===== src/rtl/twiddle_sequencer.sv =====
// ---------------------------------------------------------------------------
// twiddle_sequencer
//
// Produces the per-beat twiddle address stream for a 64-point, 8-lane
// radix-2 FFT. Each beat carries a LUT start index and a per-lane step; the
// sine/cosine LUTs expand that pair into the 8 lane angles (2*pi*idx/64).
// A frame is 6 stages x 4 beats = 24 beats.
//
// Handshake (tw_valid / tw_ready): a beat is presented while tw_valid=1 and
// is transferred on every rising edge where tw_valid and tw_ready are both 1.
// While tw_valid=1 and tw_ready=0 every tw_* output holds stable. tw_valid
// never drops without a transfer. tw_ready while tw_valid=0 is ignored.
//
// Ports
//   clk          in   clock, rising edge
//   rst          in   synchronous active-high reset
//   frame_start  in   one-cycle frame request, honoured only while idle
//   inverse      in   captured with an accepted frame_start
//   tw_ready     in   consumer accepts the presented beat
//   tw_valid     out  beat presented
//   tw_start     out  LUT start index (6b)
//   tw_step      out  LUT per-lane index increment (6b, modulo 64)
//   tw_stage     out  stage 0..5
//   tw_beat      out  beat within stage 0..3
//   tw_conj      out  inverse transform flag, constant for the frame
//   tw_last      out  marks stage 5 / beat 3
//   busy         out  frame in progress (state == RUN)
//   done         out  one-cycle pulse after the last beat is transferred
//   dbg_state    out  FSM state (0 = IDLE, 1 = RUN)
//
// All outputs come straight from flops: tw_valid/busy/dbg_state decode the
// state flop, everything else has its own register.
// ---------------------------------------------------------------------------
module twiddle_sequencer #(
  parameter int LOG2N = 6,
  parameter int LANES = 8
) (
  input  logic       clk,
  input  logic       rst,
  input  logic       frame_start,
  input  logic       inverse,
  input  logic       tw_ready,
  output logic       tw_valid,
  output logic [5:0] tw_start,
  output logic [5:0] tw_step,
  output logic [2:0] tw_stage,
  output logic [1:0] tw_beat,
  output logic       tw_conj,
  output logic       tw_last,
  output logic       busy,
  output logic       done,
  output logic       dbg_state
);

  // The address tables below are hard-wired for this one geometry.
  generate
    if (LOG2N != 6) begin : g_bad_log2n
      $error("twiddle_sequencer: only LOG2N = 6 is supported");
    end
    if (LANES != 8) begin : g_bad_lanes
      $error("twiddle_sequencer: only LANES = 8 is supported");
    end
  endgenerate

  localparam logic [2:0] LAST_STAGE = 3'd5;
  localparam logic [1:0] LAST_BEAT  = 2'd3;

  typedef enum logic {
    S_IDLE = 1'b0,
    S_RUN  = 1'b1
  } state_t;

  state_t     r_state;
  state_t     w_state_nxt;

  logic [5:0] r_tw_start;
  logic [5:0] r_tw_step;
  logic [2:0] r_tw_stage;
  logic [1:0] r_tw_beat;
  logic       r_tw_conj;
  logic       r_tw_last;
  logic       r_done;

  logic [5:0] w_start_nxt;
  logic [5:0] w_step_nxt;
  logic [2:0] w_stage_nxt;
  logic [1:0] w_beat_nxt;
  logic       w_conj_nxt;
  logic       w_last_nxt;
  logic       w_done_nxt;

  logic       w_accept;

  // In RUN the beat is always presented, so a transfer is just ready in RUN.
  assign w_accept = (r_state == S_RUN) && tw_ready;

  // -------------------------------------------------------------------------
  // State register
  // -------------------------------------------------------------------------
  always_ff @(posedge clk) begin
    if (rst) begin
      r_state <= S_IDLE;
    end else begin
      r_state <= w_state_nxt;
    end
  end

  // -------------------------------------------------------------------------
  // Next-state logic
  // -------------------------------------------------------------------------
  always_comb begin
    w_state_nxt = r_state;
    unique case (r_state)
      S_IDLE: begin
        if (frame_start) begin
          w_state_nxt = S_RUN;
        end
      end
      S_RUN: begin
        // frame_start is deliberately not looked at here: no queueing,
        // even in the cycle the last beat goes out.
        if (w_accept && r_tw_last) begin
          w_state_nxt = S_IDLE;
        end
      end
      default: w_state_nxt = S_IDLE;
    endcase
  end

  // -------------------------------------------------------------------------
  // Output logic: next values of the registered beat fields.
  // Default is hold, which gives stall stability for free.
  // -------------------------------------------------------------------------
  always_comb begin
    w_stage_nxt = r_tw_stage;
    w_beat_nxt  = r_tw_beat;
    w_conj_nxt  = r_tw_conj;
    w_last_nxt  = r_tw_last;
    w_done_nxt  = 1'b0;
    unique case (r_state)
      S_IDLE: begin
        if (frame_start) begin
          w_stage_nxt = 3'd0;
          w_beat_nxt  = 2'd0;
          w_conj_nxt  = inverse;
          w_last_nxt  = 1'b0;
        end
      end
      S_RUN: begin
        if (w_accept) begin
          if (r_tw_last) begin
            // Frame complete: park all beat fields at zero while idle.
            w_stage_nxt = 3'd0;
            w_beat_nxt  = 2'd0;
            w_conj_nxt  = 1'b0;
            w_last_nxt  = 1'b0;
            w_done_nxt  = 1'b1;
          end else begin
            w_beat_nxt = r_tw_beat + 2'd1;
            if (r_tw_beat == LAST_BEAT) begin
              w_stage_nxt = r_tw_stage + 3'd1;
            end
            w_last_nxt = (w_stage_nxt == LAST_STAGE) && (w_beat_nxt == LAST_BEAT);
          end
        end
      end
      default: ;
    endcase
  end

  // -------------------------------------------------------------------------
  // Address rule, evaluated on the next stage/beat so start/step land in the
  // same cycle as their tags. m = 2^s distinct twiddles per stage:
  //   s <= 2: all lanes share one twiddle, step 0,
  //           start = (b >> (2-s)) * (32 >> s)
  //   s >= 3: step = 32 >> s, start = (b mod 2^(s-3)) * 8 * step
  // Idle parks stage/beat at 0, which maps to start=0 / step=0.
  // -------------------------------------------------------------------------
  always_comb begin
    w_start_nxt = 6'd0;
    w_step_nxt  = 6'd0;
    case (w_stage_nxt)
      3'd0: begin
        w_start_nxt = 6'd0;                               // 0,0,0,0
      end
      3'd1: begin
        w_start_nxt = {1'b0, w_beat_nxt[1], 4'b0000};     // 0,0,16,16
      end
      3'd2: begin
        w_start_nxt = {1'b0, w_beat_nxt, 3'b000};         // 0,8,16,24
      end
      3'd3: begin
        w_step_nxt  = 6'd4;
        w_start_nxt = 6'd0;                               // 0,0,0,0
      end
      3'd4: begin
        w_step_nxt  = 6'd2;
        w_start_nxt = {1'b0, w_beat_nxt[0], 4'b0000};     // 0,16,0,16
      end
      3'd5: begin
        w_step_nxt  = 6'd1;
        w_start_nxt = {1'b0, w_beat_nxt, 3'b000};         // 0,8,16,24
      end
      default: begin
        w_step_nxt  = 6'd0;
        w_start_nxt = 6'd0;
      end
    endcase
  end

  // -------------------------------------------------------------------------
  // Output registers
  // -------------------------------------------------------------------------
  always_ff @(posedge clk) begin
    if (rst) begin
      r_tw_start <= 6'd0;
      r_tw_step  <= 6'd0;
      r_tw_stage <= 3'd0;
      r_tw_beat  <= 2'd0;
      r_tw_conj  <= 1'b0;
      r_tw_last  <= 1'b0;
      r_done     <= 1'b0;
    end else begin
      r_tw_start <= w_start_nxt;
      r_tw_step  <= w_step_nxt;
      r_tw_stage <= w_stage_nxt;
      r_tw_beat  <= w_beat_nxt;
      r_tw_conj  <= w_conj_nxt;
      r_tw_last  <= w_last_nxt;
      r_done     <= w_done_nxt;
    end
  end

  assign tw_valid  = (r_state == S_RUN);
  assign busy      = (r_state == S_RUN);
  assign dbg_state = r_state;
  assign tw_start  = r_tw_start;
  assign tw_step   = r_tw_step;
  assign tw_stage  = r_tw_stage;
  assign tw_beat   = r_tw_beat;
  assign tw_conj   = r_tw_conj;
  assign tw_last   = r_tw_last;
  assign done      = r_done;

endmodule


===== config.mk =====
export PLATFORM = sky130hd
export DESIGN_NAME = twiddle_sequencer
export DESIGN_NICKNAME = d
export VERILOG_FILES = /design/src/rtl/twiddle_sequencer.sv
export SDC_FILE = /design/constraint.sdc
export NUM_CORES = 1
export LEC_CHECK = 0
export ABC_AREA = 1
export BUFFER_PORTS_ARGS = -buffer_cell sky130_fd_sc_hd__buf_2
export CAP_MARGIN = 40
export CORE_MARGIN = 2
export CORE_UTILIZATION = 47
export CTS_CLUSTER_SIZE = 16
export DETAILED_ROUTE_END_ITERATION = 7
export GPL_TIMING_DRIVEN = 1
export PLACE_DENSITY = 0.77
export SETUP_SLACK_MARGIN = 0.2
export SLEW_MARGIN = 5
export SYNTH_ARGS = -nofsm -noshare
export SYNTH_HDL_FRONTEND = slang
export SYNTH_SLANG_ARGS = --single-unit

===== constraint.sdc =====
create_clock -name clk -period 1.8 [get_ports clk]
set_input_delay 0.36 -clock clk [delete_from_list [all_inputs] [get_ports clk]]
set_output_delay 0.36 -clock clk [all_outputs]
set_load 0.05 [all_outputs]

# Word level (Yosys, flattened, before mapping)
# Index checks and enable logic that the tools add are counted.
[word_totals]
in_bits = 5
reg_bits = 21
[op_classes]
addsub = 2
n_reduce_logical = 7
n_bitwise = 2
eq_ne = 11
mux = 26
[op_table]
columns = ["op", "n"]
rows = [
  ["3-bit 2-to-1 mux", 7],
  ["5-bit case mux with 3 select lines", 1],
  ["3-bit equality test, second input constant", 3],
  ["1-bit 2-to-1 mux", 9],
  ["3-bit case mux with 3 select lines", 1],
  ["3-bit by 2-bit equality test with 1-bit output, second input constant", 2],
  ["2-bit 2-to-1 mux", 3],
  ["1-bit case mux with 2 select lines", 3],
  ["3-bit case mux with 2 select lines", 1],
  ["2-bit equality test, second input constant", 2],
  ["2-bit by 1-bit != test with 1-bit output, second input constant", 2],
  ["2-bit case mux with 2 select lines", 1],
  ["3-bit by 1-bit adder with 3-bit output, second input constant", 1],
  ["3-bit by 1-bit equality test with 1-bit output, second input constant", 1],
  ["1-bit logical AND", 3],
  ["3-bit AND reduction", 1],
  ["3-bit OR reduction", 1],
  ["2-bit by 1-bit adder with 2-bit output, second input constant", 1],
  ["2-bit != test, second input constant", 1],
  ["1-bit NOT", 2],
  ["2-bit AND reduction", 1],
  ["2-bit OR reduction", 1],
]

# Longest topological paths before layout
# Gate-level depths: netlist (run 1).
[logic_depth]
word_depth = 11
mapped_depth = 10
ltp_nobuf = 10

# Worst setup path before layout (run 1)
# No wires, ideal clock.
[synth_timing]
path_type = "register -> register"
startpoint = "reg r_tw_beat[1], in the netlist tw_beat[1]"
endpoint = "reg r_tw_start[3], in the netlist tw_start[3]"
path_slack_ns = 0.146
stages_incl_launch_ff = 10
setup_ns = 0.115
t_arrival_ns = 1.539
required_time_ns = 1.685
period_less_slack_ns = 1.654
cell_sequence = "dfxtp_1 -> ha_1 -> nand2_1 -> nand2_1 -> nand2_1 -> nor2_1 -> nor2_1 -> nand2_1 -> nand2_1 -> and3_1"
[synth_between]
elab_chain_cells = 11
word_cells_on_any_way = 14
classes_between = "eq/ne (5); mux (8); reduce/logical (1)"
[synth_lines]
columns = ["item", "line_no", "source"]
rows = [
  ["start, declared", "79", "logic [1:0] r_tw_beat;"],
  ["start signal, assigned", "227", "r_tw_beat <= w_beat_nxt;"],
  ["2-bit equality test *", "160", "if (r_tw_beat == LAST_BEAT) begin"],
  ["3-bit 2-to-1 mux *", "160", ""],
  ["3-bit 2-to-1 mux *", "151", "if (r_tw_last) begin"],
  ["3-bit 2-to-1 mux *", "150", "if (w_accept) begin"],
  ["3-bit 2-to-1 mux *", "140", "unique case (r_state)"],
  ["3-bit 2-to-1 mux *", "151", ""],
  ["3-bit 2-to-1 mux *", "150", ""],
  ["3-bit case mux with 2 select lines *", "140", ""],
  ["3-bit equality test or 3-bit by 2-bit equality test with 1-bit output (tied branches)", "182", "case (w_stage_nxt)"],
  ["2-bit OR reduction (no source line)", "--", ""],
  ["5-bit case mux with 3 select lines *", "182", ""],
  ["end signal, assigned", "224", "r_tw_start <= w_start_nxt;"],
  ["end, declared", "76", "logic [5:0] r_tw_start;"],
]
# Every way passes the cells marked *; elsewhere a longest branch is shown, timed or not. The select of a mux whose other input is x is not followed.
# A chain may end at the register's enable or synchronous reset.

# Final worst setup path (run 1)
[layout_timing]
startpoint = "reg r_tw_beat[0], in the netlist tw_beat[0]"
endpoint = "reg r_tw_start[3], in the netlist tw_start[3]"
[layout_between]
elab_chain_cells = 11
word_cells_on_any_way = 19
classes_between = "add/sub (1); eq/ne (5); mux (12); reduce/logical (1)"
[layout_lines]
columns = ["item", "line_no"]
rows = [
  ["2-bit equality test", "160"],
  ["3-bit 2-to-1 mux", "160"],
  ["3-bit 2-to-1 mux", "151"],
  ["3-bit 2-to-1 mux", "150"],
  ["3-bit 2-to-1 mux", "140"],
  ["3-bit 2-to-1 mux", "151"],
  ["3-bit 2-to-1 mux", "150"],
  ["3-bit case mux with 2 select lines", "140"],
  ["3-bit equality test or 3-bit by 2-bit equality test with 1-bit output (tied branches)", "182"],
  ["2-bit OR reduction (no source line)", "--"],
  ["5-bit case mux with 3 select lines *", "182"],
]
# Marks and branches as above.

==> results.sh, run 1 <==
export IMPL_cts_made_buffers=3
export IMPL_yosysWarnings=0
export IMPL_fill_cells=152
export IMPL_start_util_pct=49.8
export IMPL_ctsResizeCount=0
export IMPL_crit_path_start="tw_beat[0]$_SDFF_PP0_"
export IMPL_period_share_pct=80.9
export IMPL_io_buffers=20
export IMPL_crit_slowest_cell="dfxtp_2"
export IMPL_drt_first_pass_iters=4
export IMPL_synth_most_common_cell="nand2_1"
export IMPL_routedWlPerCell_um=11.1
export IMPL_hold_viol=0
export IMPL_crit_fanout=5
export IMPL_grt_pass1_wl_um=2460
export IMPL_syn_area_um2=749
export IMPL_yosys_top_cells_area="dfxtp_1 37%, nand2_1 10%, buf_4 9.0%"
export IMPL_vias=698
export IMPL_viasPerCell=4.95
export IMPL_synth_seq_cells=14
export IMPL_yosysSeqAreaShare_pct=37.4
export IMPL_ctsLongestPathBuffers=2
export IMPL_critPathCaptureType="flop"
export IMPL_dieWidth_um=43.9
export IMPL_syn_to_final_growth_pct=15.0
export IMPL_synth_flop_cell="dfxtp_1"
export IMPL_synth_enable_flop_cells=0
export IMPL_rr_worst_depth=8
export IMPL_min_path_type="in -> reg"
export IMPL_grt_max_degree=11
export IMPL_clock_latency_ns=0.29
export IMPL_path_delay_family="simple AND/OR/NAND/NOR gates"
export IMPL_grt_overflow_total=0
export IMPL_path_cells="ha_1, inv_1, nand2_1, nand3_1, nand3_2, nand2_1, nand2_1, and3_1"
export IMPL_power_leakage_nw=0.460
export IMPL_start_kind="flop"
export IMPL_n_antenna_cell=0
export IMPL_drive_gt1_share_pct=32.0
export IMPL_cts_tree="yes"
export IMPL_async_reset_ff_share_pct=0
export IMPL_finalNetCount=134
export IMPL_drc=0
export IMPL_dp_hpwl_um=1210
export IMPL_gp_congestion=0.850
export IMPL_h_tree_depth=1
export IMPL_report_final_slew_viol_count=0
export IMPL_cp_depth=8
export IMPL_finalCriticalPeriod_ns=1.46
export IMPL_grt_setup_unrepaired="false"
export IMPL_antenna_left=0
export IMPL_fmaxAchievable_ghz=0.686
export IMPL_fin_setup_tns_ns=0
export IMPL_cp_common_cell="nand2_1"
export IMPL_synth_common_cells="20 x nand2_1, 14 x dfxtp_1, 13 x inv_1"
export IMPL_path_buf_inv=1
export IMPL_critPathMaxStageDelay_ns=0.34
export IMPL_die_area_mm2=0.00193
export IMPL_yosys_area_top_type="dfxtp_1"
export IMPL_outcome="finished, final reports clean"
export IMPL_cts_sinks=14
export IMPL_postCtsSetupBuffers=0
export IMPL_ys_types=22
export IMPL_cts_hold_buffers_added=0
export IMPL_num_io_pins=28
export IMPL_drt_iter0_markers=28
export IMPL_cp_arrival_ns=1.64
export IMPL_synth_top_area_share_pct=37.4
export IMPL_ir_worst_vdd_v=0.000465
export IMPL_r2r_end="tw_start[3]$_SDFF_PP0_"
export IMPL_fp_coreArea_mm2=0.00151
export IMPL_critPathKind="reg -> reg"
export IMPL_die_h_um=43.9
export IMPL_groute_usage_overall_pct=18.2
export IMPL_rrSetupSlack_ns=0.34
export IMPL_rr_startpoint="tw_beat[0]$_SDFF_PP0_"
export IMPL_grt_pass1_vias=619
export IMPL_syn_area_per_cell_um2=7.14
export IMPL_holdWs_ns=0.324
export IMPL_setup_viol=0
export IMPL_p_per_area_mw_per_mm2=812
export IMPL_critical_path_required_ns=1.99
export IMPL_syn_inst=105
export IMPL_endpoint="tw_start[3]$_SDFF_PP0_"
export IMPL_rows=14
export IMPL_cap_violations=0
export IMPL_grt_antenna_before_repair=0
export IMPL_final_core_util_pct=57.2
export IMPL_finalWirelength_um=1560
export IMPL_clock_skew_ns=0.00236
export IMPL_clkTransAtPathRegs_ns=0.09
export IMPL_root_buffer="clkbuf_4"
==> report_power, final <==
part | total (mW) | switching, mW | internal [mW]
sequential | 0.325 | 0.00721 | 0.318
combinational | 0.142 | 0.116 | 0.0268
clock | 0.233 | 0.109 | 0.123
total | 0.700 | 0.232 | 0.468
==> cell families (layout without fill, tap and decap cells) <==
| kind of cell | count (synthesis) | count (layout) | share of synthesized area (%) |
|---|---|---|---|
| other cells | 1 | 7 | 0.500 |
| simple gates | 53 | 53 | 32.9 |
| buf+inv | 26 | 40 | 17.5 |
| flops | 14 | 14 | 37.4 |
| fa+ha+maj | 3 | 3 | 5.01 |
| compound gates | 8 | 8 | 6.68 |
==> sequential cells by signal (all words and copies together) (netlist names) <==
signal and cells:
busy 1, tw_beat 2, tw_conj 1, done 1, tw_stage 3, tw_start 2
tw_last 1, tw_step 3
==> worst min-delay path by stage <==
stage / from / end / slack (ns) / cells past startpoint
final: inverse / tw_conj$_SDFFE_PP0P_ / 0.32 / 3
after global placement: busy$_SDFF_PP0_ / busy$_SDFF_PP0_ / 0.50 / 2
after CTS: inverse / tw_conj$_SDFFE_PP0P_ / 0.32 / 3
after floorplan: inverse / tw_conj$_SDFFE_PP0P_ / 0.50 / 2
after global routing: inverse / tw_conj$_SDFFE_PP0P_ / 0.33 / 3
after detailed placement: busy$_SDFF_PP0_ / busy$_SDFF_PP0_ / 0.50 / 2
==> cell type report <==
class	instances	area (um2)	share of cell area, %
multi-input combinational	71	360	41.8
timing repair buffer	20	100	11.6
sequential	14	285	33.1
clock buffer	4	36.3	4.21
inverter	16	60.1	6.97
tap	16	20.0	2.32
==> worst register-to-register path, delay by kind of cell (launching register included) <==
family / cells / cell delay (ns)
and+or+nand+nor: 6 / 0.66
buffers and inverters: 1 / 0.09
DFF: 1 / 0.34
adders and majority gates: 1 / 0.26
==> cell usage in the layout, fill, tap and decap left out, drive strengths merged <==
master,count
dfxtp,14
and3,1
conb,7
a21oi,4
nand4,2
nor3,2
inv,16
ha,3
or2,1
a21boi,1
nor2,13
clkbuf,4
nand2,24
nand3,10
buf,20
o21ai,3
==> per-stage QoR <==
stage                     instance area, um2  setup slack [ns]  power (mW)  cells
after floorplan                          777             0.202       0.465    111
after global placement                   826             0.435       0.472    137
after detailed placement                 826             0.375       0.473    137
after CTS                                862             0.356       0.706    141
after global routing                     862             0.234       0.731    141
final                                    862             0.343       0.700    141
==> routing by layer <==
layer  share of wire [%]  GRT usage, %  vias up
met3                 6.4          5.00        7
li1                    -             -      354
met1                  41          20.6      308
met5                   0             0        -
met4                 3.8          15.2        0
met2                  49          28.2       29
No activity file was read; power rests on OpenSTA's default activity.
==> run 2: changes to the inputs <==
==> constraint.sdc (replaced) <==
create_clock -name clk -period 1.5 [get_ports clk]
set_input_delay 0.3 -clock clk [delete_from_list [all_inputs] [get_ports clk]]
set_output_delay 0.3 -clock clk [all_outputs]
set_load 0.05 [all_outputs]
==> run 2 against run 1 <==
First-iteration DRC count decreased by 43%. Fmax up 9.1%. Critical path depth is the same. Flip-flop and latch count did not move. Global-route usage shrank 0.57 points.
==> results.sh, run 2 (synthesis results as in run 1) <==
export IMPL_io_buffers=20
export IMPL_grt_overflow_total=0
export IMPL_n_antenna_cell=0
export IMPL_setup_ws_ns=0.165
export IMPL_cap_violations=0
export IMPL_register_area_um2=302
export IMPL_h_tree_depth=1
export IMPL_outcome="finished, final reports clean"
export IMPL_grt_antenna_before_repair=0
export IMPL_path_buf_inv=1
export IMPL_syn_to_final_growth_pct=28.9
export IMPL_netSwitchingFraction_pct=33.3
export IMPL_clkTransAtPathRegs_ns=0.09
export IMPL_grt_setup_unrepaired="true"
export IMPL_antenna_left=0
export IMPL_cp_depth=8
export IMPL_grt_pass1_wl_um=2420
export IMPL_final_cell_mix="20 x buf_2, 12 x nand2_2, 12 x nand2_1"
export IMPL_power_frac_clock_pct=32.4
export IMPL_finalWirelength_um=1650
export IMPL_vias=701
export IMPL_start_util_pct=49.8
export IMPL_grt_max_degree=11
export IMPL_pwr_share_comb_pct=21.9
export IMPL_grt_pass1_vias=595
export IMPL_finalCriticalPeriod_ns=1.34
export IMPL_fill_cells=148
export IMPL_layout_commonest_cell="buf_2"
export IMPL_clock_skew_ns=0.00407
export IMPL_critPathMaxStageDelay_ns=0.39
export IMPL_pwr_share_seq_pct=45.7
export IMPL_place_ws_ns=0.188
export IMPL_rr_worst_depth=8
export IMPL_drc=0
export IMPL_power_leakage_nw=0.474
export IMPL_finalNetCount=136
export IMPL_endpoint="tw_start[3]$_SDFF_PP0_"
export IMPL_path_delay_family="simple AND/OR/NAND/NOR gates"
export IMPL_dp_hpwl_um=1150
export IMPL_crit_slowest_cell="dfxtp_4"
export IMPL_groute_usage_overall_pct=17.7
export IMPL_ir_worst_vdd_v=0.000549
export IMPL_period_share_pct=89.0
export IMPL_viasPerCell=4.90
export IMPL_cts_tree="yes"
export IMPL_critPathKind="reg -> reg"
export IMPL_min_path_type="in -> reg"
export IMPL_crit_path_start="busy$_SDFF_PP0_"
export IMPL_p_per_area_mw_per_mm2=873
export IMPL_fmaxAchievable_ghz=0.749
export IMPL_setup_viol=0
export IMPL_crit_fanout=8
export IMPL_critPathCaptureType="flop"
export IMPL_die_h_um=43.9
export IMPL_rrSetupSlack_ns=0.16
export IMPL_dieWidth_um=43.9
export IMPL_report_final_slew_viol_count=0
export IMPL_rr_startpoint="busy$_SDFF_PP0_"
export IMPL_drive_gt1_share_pct=49.6
export IMPL_hold_viol=0
export IMPL_fin_setup_tns_ns=0
export IMPL_multi_input_area_um2=433
export IMPL_fp_coreArea_mm2=0.00151
export IMPL_hold_start="inverse"
export IMPL_drt_first_pass_iters=6
export IMPL_cts_sinks=14
export IMPL_die_area_mm2=0.00193
export IMPL_rows=14
export IMPL_critical_path_required_ns=1.68
export IMPL_num_io_pins=28
export IMPL_clock_latency_ns=0.28
export IMPL_routedWlPerCell_um=11.5
export IMPL_ctsLongestPathBuffers=2
export IMPL_gp_congestion=0.840
export IMPL_cp_common_cell="nand2_2"
export IMPL_start_kind="flop"
export IMPL_cp_arrival_ns=1.51
export IMPL_drt_iter0_markers=16
export IMPL_path_cells="nand2_2, inv_2, nand2_2, nor2_2, nor2_2, nand2_1, nand2_2, and3_1"
export IMPL_internal_power_mw=0.562
export IMPL_final_core_util_pct=64.1
export IMPL_p_sw_mw=0.281
export IMPL_root_buffer="clkbuf_4"
export IMPL_cts_made_buffers=3
export IMPL_r2r_end="tw_start[3]$_SDFF_PP0_"
[run 2: cell types whose count changed in the layout (fill, tap and decap cells not counted), sizes merged]
| cell | delta |
|---|---|
| buf | +2 |
[run 2: what timing repair did]
| item | 4_1_cts | 5_1_grt |
|---|---|---|
| cloned | 0 | 0 |
| hold buffers | 0 | 0 |
| buffers inserted | 2 | 0 |
| gates resized for setup | 3 | 14 |
| pin swaps | 1 | 9 |
| setup endpoints to repair | 2 | 4 |
| endpoints found under the hold margin | 0 | 0 |
[run 2: power groups by stage]
stage / clock [mW] / sequential, mW / combinational (mW)
after floorplan: 0 / 0.424 / 0.131
after global placement: 0 / 0.393 / 0.169
after detailed placement: 0 / 0.393 / 0.170
after CTS: 0.282 / 0.385 / 0.176
after global routing: 0.299 / 0.387 / 0.198
final: 0.273 / 0.385 / 0.185
[run 2: cell type report]
cell class                 instances  share of cell area, %
sequential                        14                   31.2
timing repair buffer              22                   11.9
inverter                          16                   6.22
multi-input combinational         71                   44.8
clock buffer                       4                   3.76
tap                               16                   2.07
[run 2: per-layer routing]
layer / share of wire [%] / global-route usage [%]
met4: 1.6 / 10.9
met2: 49 / 26.5
met5: 0 / 0
met1: 44 / 23.0
met3: 5.1 / 3.75
[run 2: worst reg2reg max path, cell delays in order, from the launching register on]
cell and delay, ns:
dfxtp_4 0.39, nand2_2 0.13, inv_2 0.14, nand2_2 0.08, nor2_2 0.14, nor2_2 0.06, nand2_1 0.09, nand2_2 0.07
and3_1 0.14
[run 2: how the worst min path moves through the flow]
stage,cells past startpoint,slack [ns],to
after detailed placement,2,0.50,busy$_SDFF_PP0_
after global routing,3,0.27,tw_conj$_SDFFE_PP0P_
after CTS,3,0.27,tw_conj$_SDFFE_PP0P_
after global placement,2,0.50,tw_last$_SDFFE_PP0P_
final,3,0.28,tw_conj$_SDFFE_PP0P_
after floorplan,2,0.44,tw_conj$_SDFFE_PP0P_
[run 2: metrics by stage]
stage | power [mW] | std cells | hold WS, ns | cell area (um2)
6_report | 0.843 | 143 | 0.277 | 966
5_1_grt | 0.883 | 143 | 0.272 | 966
4_1_cts | 0.843 | 143 | 0.271 | 928
3_5_place_dp | 0.563 | 137 | 0.504 | 862
3_3_place_gp | 0.562 | 137 | 0.500 | 862
2_1_floorplan | 0.554 | 111 | 0.442 | 813
==> run 3: changes to the inputs <==
--- a/config.mk
+++ b/config.mk
@@ -9,11 +9,9 @@
 export BUFFER_PORTS_ARGS = -buffer_cell sky130_fd_sc_hd__buf_2
 export CAP_MARGIN = 40
 export CORE_MARGIN = 2
-export CORE_UTILIZATION = 47
+export CORE_UTILIZATION = 27
 export CTS_CLUSTER_SIZE = 16
 export DETAILED_ROUTE_END_ITERATION = 7
-export GPL_TIMING_DRIVEN = 1
-export PLACE_DENSITY = 0.77
 export SETUP_SLACK_MARGIN = 0.2
 export SLEW_MARGIN = 5
 export SYNTH_ARGS = -nofsm -noshare
==> run 3 against run 2 <==
Fmax is 0.44% higher. Worst setup slack better by 0.0059 ns. Clock skew up 0.0044 ns. Clock-buffer cell count down 1. Wire length grew 5.5%. Critical endpoint unchanged. Utilization decreased by 26 points. Die area rose by 67%. Critical path type unchanged.
==> results.sh, run 3 (synthesis results as in run 1) <==
export IMPL_internal_power_mw=0.514
export IMPL_grt_pass1_wl_um=2850
export IMPL_finalWirelength_um=1740
export IMPL_final_cell_mix="20 x buf_2, 17 x nand2_1, 11 x inv_1"
export IMPL_fin_setup_tns_ns=0
export IMPL_start_kind="flop"
export IMPL_power_leakage_nw=0.499
export IMPL_critPathCaptureType="flop"
export IMPL_setup_viol=0
export IMPL_clock_skew_ns=0.00846
export IMPL_dp_hpwl_um=1210
export IMPL_crit_slowest_cell="dfxtp_4"
export IMPL_rr_startpoint="tw_beat[1]$_SDFF_PP0_"
export IMPL_routedWlPerCell_um=10.6
export IMPL_pwr_share_seq_pct=48.3
export IMPL_path_delay_family="simple AND/OR/NAND/NOR gates"
export IMPL_fill_cells=287
export IMPL_fmaxAchievable_ghz=0.752
export IMPL_finalNetCount=141
export IMPL_holdWs_ns=0.251
export IMPL_min_path_type="in -> reg"
export IMPL_antenna_left=0
export IMPL_grt_max_degree=11
export IMPL_outcome="finished, final reports clean"
export IMPL_grt_setup_unrepaired="true"
export IMPL_finalCriticalPeriod_ns=1.33
export IMPL_cp_arrival_ns=1.51
export IMPL_final_core_util_pct=37.9
export IMPL_register_area_um2=302
export IMPL_dieWidth_um=56.7
export IMPL_dpl_cell_area_um2=881
export IMPL_pwr_share_comb_pct=23.5
export IMPL_cts_sinks=14
export IMPL_r2r_end="tw_start[3]$_SDFF_PP0_"
export IMPL_drive_gt1_share_pct=47.7
export IMPL_grt_pass1_vias=688
export IMPL_clock_latency_ns=0.29
export IMPL_period_share_pct=88.6
export IMPL_rrSetupSlack_ns=0.17
export IMPL_cp_common_cell="nand2_1"
export IMPL_multi_input_area_um2=438
export IMPL_ctsLongestPathBuffers=2
export IMPL_hold_viol=0
export IMPL_ir_worst_vdd_v=0.000450
export IMPL_holdPathEnd="tw_conj$_SDFFE_PP0P_"
export IMPL_grt_antenna_before_repair=0
export IMPL_groute_usage_overall_pct=11.1
export IMPL_drc=0
export IMPL_hold_path_depth=3
export IMPL_h_tree_depth=1
export IMPL_viasPerCell=4.37
export IMPL_final_area_mm2=0.00102
export IMPL_fp_coreArea_mm2=0.00269
export IMPL_gp_congestion=0.808
export IMPL_n_antenna_cell=0
export IMPL_layout_commonest_cell="buf_2"
export IMPL_cts_made_buffers=3
export IMPL_post_place_cells=152
export IMPL_path_buf_inv=0
export IMPL_start_util_pct=27.9
export IMPL_grt_overflow_total=0
export IMPL_cts_tree="yes"
export IMPL_rr_worst_depth=9
export IMPL_cts_hold_buffers_added=0
export IMPL_hold_start="inverse"
export IMPL_num_io_pins=28
export IMPL_report_final_slew_viol_count=0
export IMPL_rows=19
export IMPL_io_buffers=20
export IMPL_critPathMaxStageDelay_ns=0.38
export IMPL_die_h_um=56.7
export IMPL_fin_cells=163
export IMPL_die_area_mm2=0.00321
export IMPL_path_cells="ha_4, nand2_1, nand2_1, nand2_1, nor2_2, nor2_2, nand2_1, nand2_1, and3_1"
export IMPL_syn_to_final_growth_pct=35.7
export IMPL_p_per_area_mw_per_mm2=789
export IMPL_critical_path_required_ns=1.68
export IMPL_crit_fanout=5
export IMPL_netSwitchingFraction_pct=35.9
export IMPL_clkTransAtPathRegs_ns=0.09
export IMPL_critPathKind="reg -> reg"
export IMPL_vias=713
export IMPL_cap_violations=0
export IMPL_root_buffer="clkbuf_4"
export IMPL_drt_iter0_markers=6
export IMPL_power_frac_clock_pct=28.2
export IMPL_drt_first_pass_iters=4
export IMPL_p_sw_mw=0.288
[run 3: cell types whose count changed in the layout (fill, tap and decap cells not counted), sizes merged]
cell    delta
clkbuf     -1
clkinv     +1
buf        +5
[run 3: worst max path at each step]
stage / from / to / slack (ns) / cells after the start
2_1_floorplan: tw_stage[0]$_SDFF_PP0_ / tw_start[3]$_SDFF_PP0_ / 0.19 / 8
6_report: tw_beat[1]$_SDFF_PP0_ / tw_start[3]$_SDFF_PP0_ / 0.17 / 9
3_3_place_gp: tw_ready / tw_start[3]$_SDFF_PP0_ / 0.19 / 8
4_1_cts: tw_beat[0]$_SDFF_PP0_ / tw_start[4]$_SDFF_PP0_ / 0.20 / 10
5_1_grt: tw_beat[1]$_SDFF_PP0_ / tw_start[3]$_SDFF_PP0_ / 0.09 / 9
3_5_place_dp: tw_beat[0]$_SDFF_PP0_ / tw_start[3]$_SDFF_PP0_ / 0.19 / 8
[run 3: timing repair]
action | in CTS | in global routing
buffers inserted | 5 | 2
setup endpoints to repair | 2 | 7
gates resized for setup | 5 | 10
pin swaps | 8 | 0
[run 3: final cells by class]
cell class	instances	area share (%)
Tap cell	31	3.81
Multi-Input combinational cell	71	43.1
Clock buffer	3	2.21
Timing Repair Buffer	27	15.0
Sequential cell	14	29.6
Clock inverter	1	0.369
Inverter	16	5.90
[run 3: power groups by stage]
| stage | Clock [mW] | Sequential [mW] | Combinational [mW] |
|---|---|---|---|
| after floorplan | 0 | 0.424 | 0.131 |
| after global placement | 0 | 0.394 | 0.170 |
| after detailed placement | 0 | 0.394 | 0.169 |
| after CTS | 0.230 | 0.386 | 0.175 |
| after global routing | 0.240 | 0.389 | 0.203 |
| final | 0.226 | 0.387 | 0.189 |
[run 3: per-stage QoR]
stage          setup WS, ns  power, mW
6_report              0.171      0.802
5_1_grt              0.0915      0.833
4_1_cts               0.200      0.791
3_5_place_dp          0.191      0.564
3_3_place_gp          0.185      0.563
2_1_floorplan         0.193      0.554
[run 3: metal layers]
metal	GRT usage [%]	vias up	part of all wire [%]
li1	-	365	-
met1	12.5	320	44
met2	18.3	24	47
met3	5.99	4	7.6
met4	3.06	0	1.4
met5	0	-	0
[run 3: worst register-to-register path: stages, from the launching register on]
cell and delay, ns:
dfxtp_4 0.38, ha_4 0.16, nand2_1 0.05, nand2_1 0.07
nand2_1 0.06, nor2_2 0.15, nor2_2 0.07, nand2_1 0.08
nand2_1 0.07, and3_1 0.15
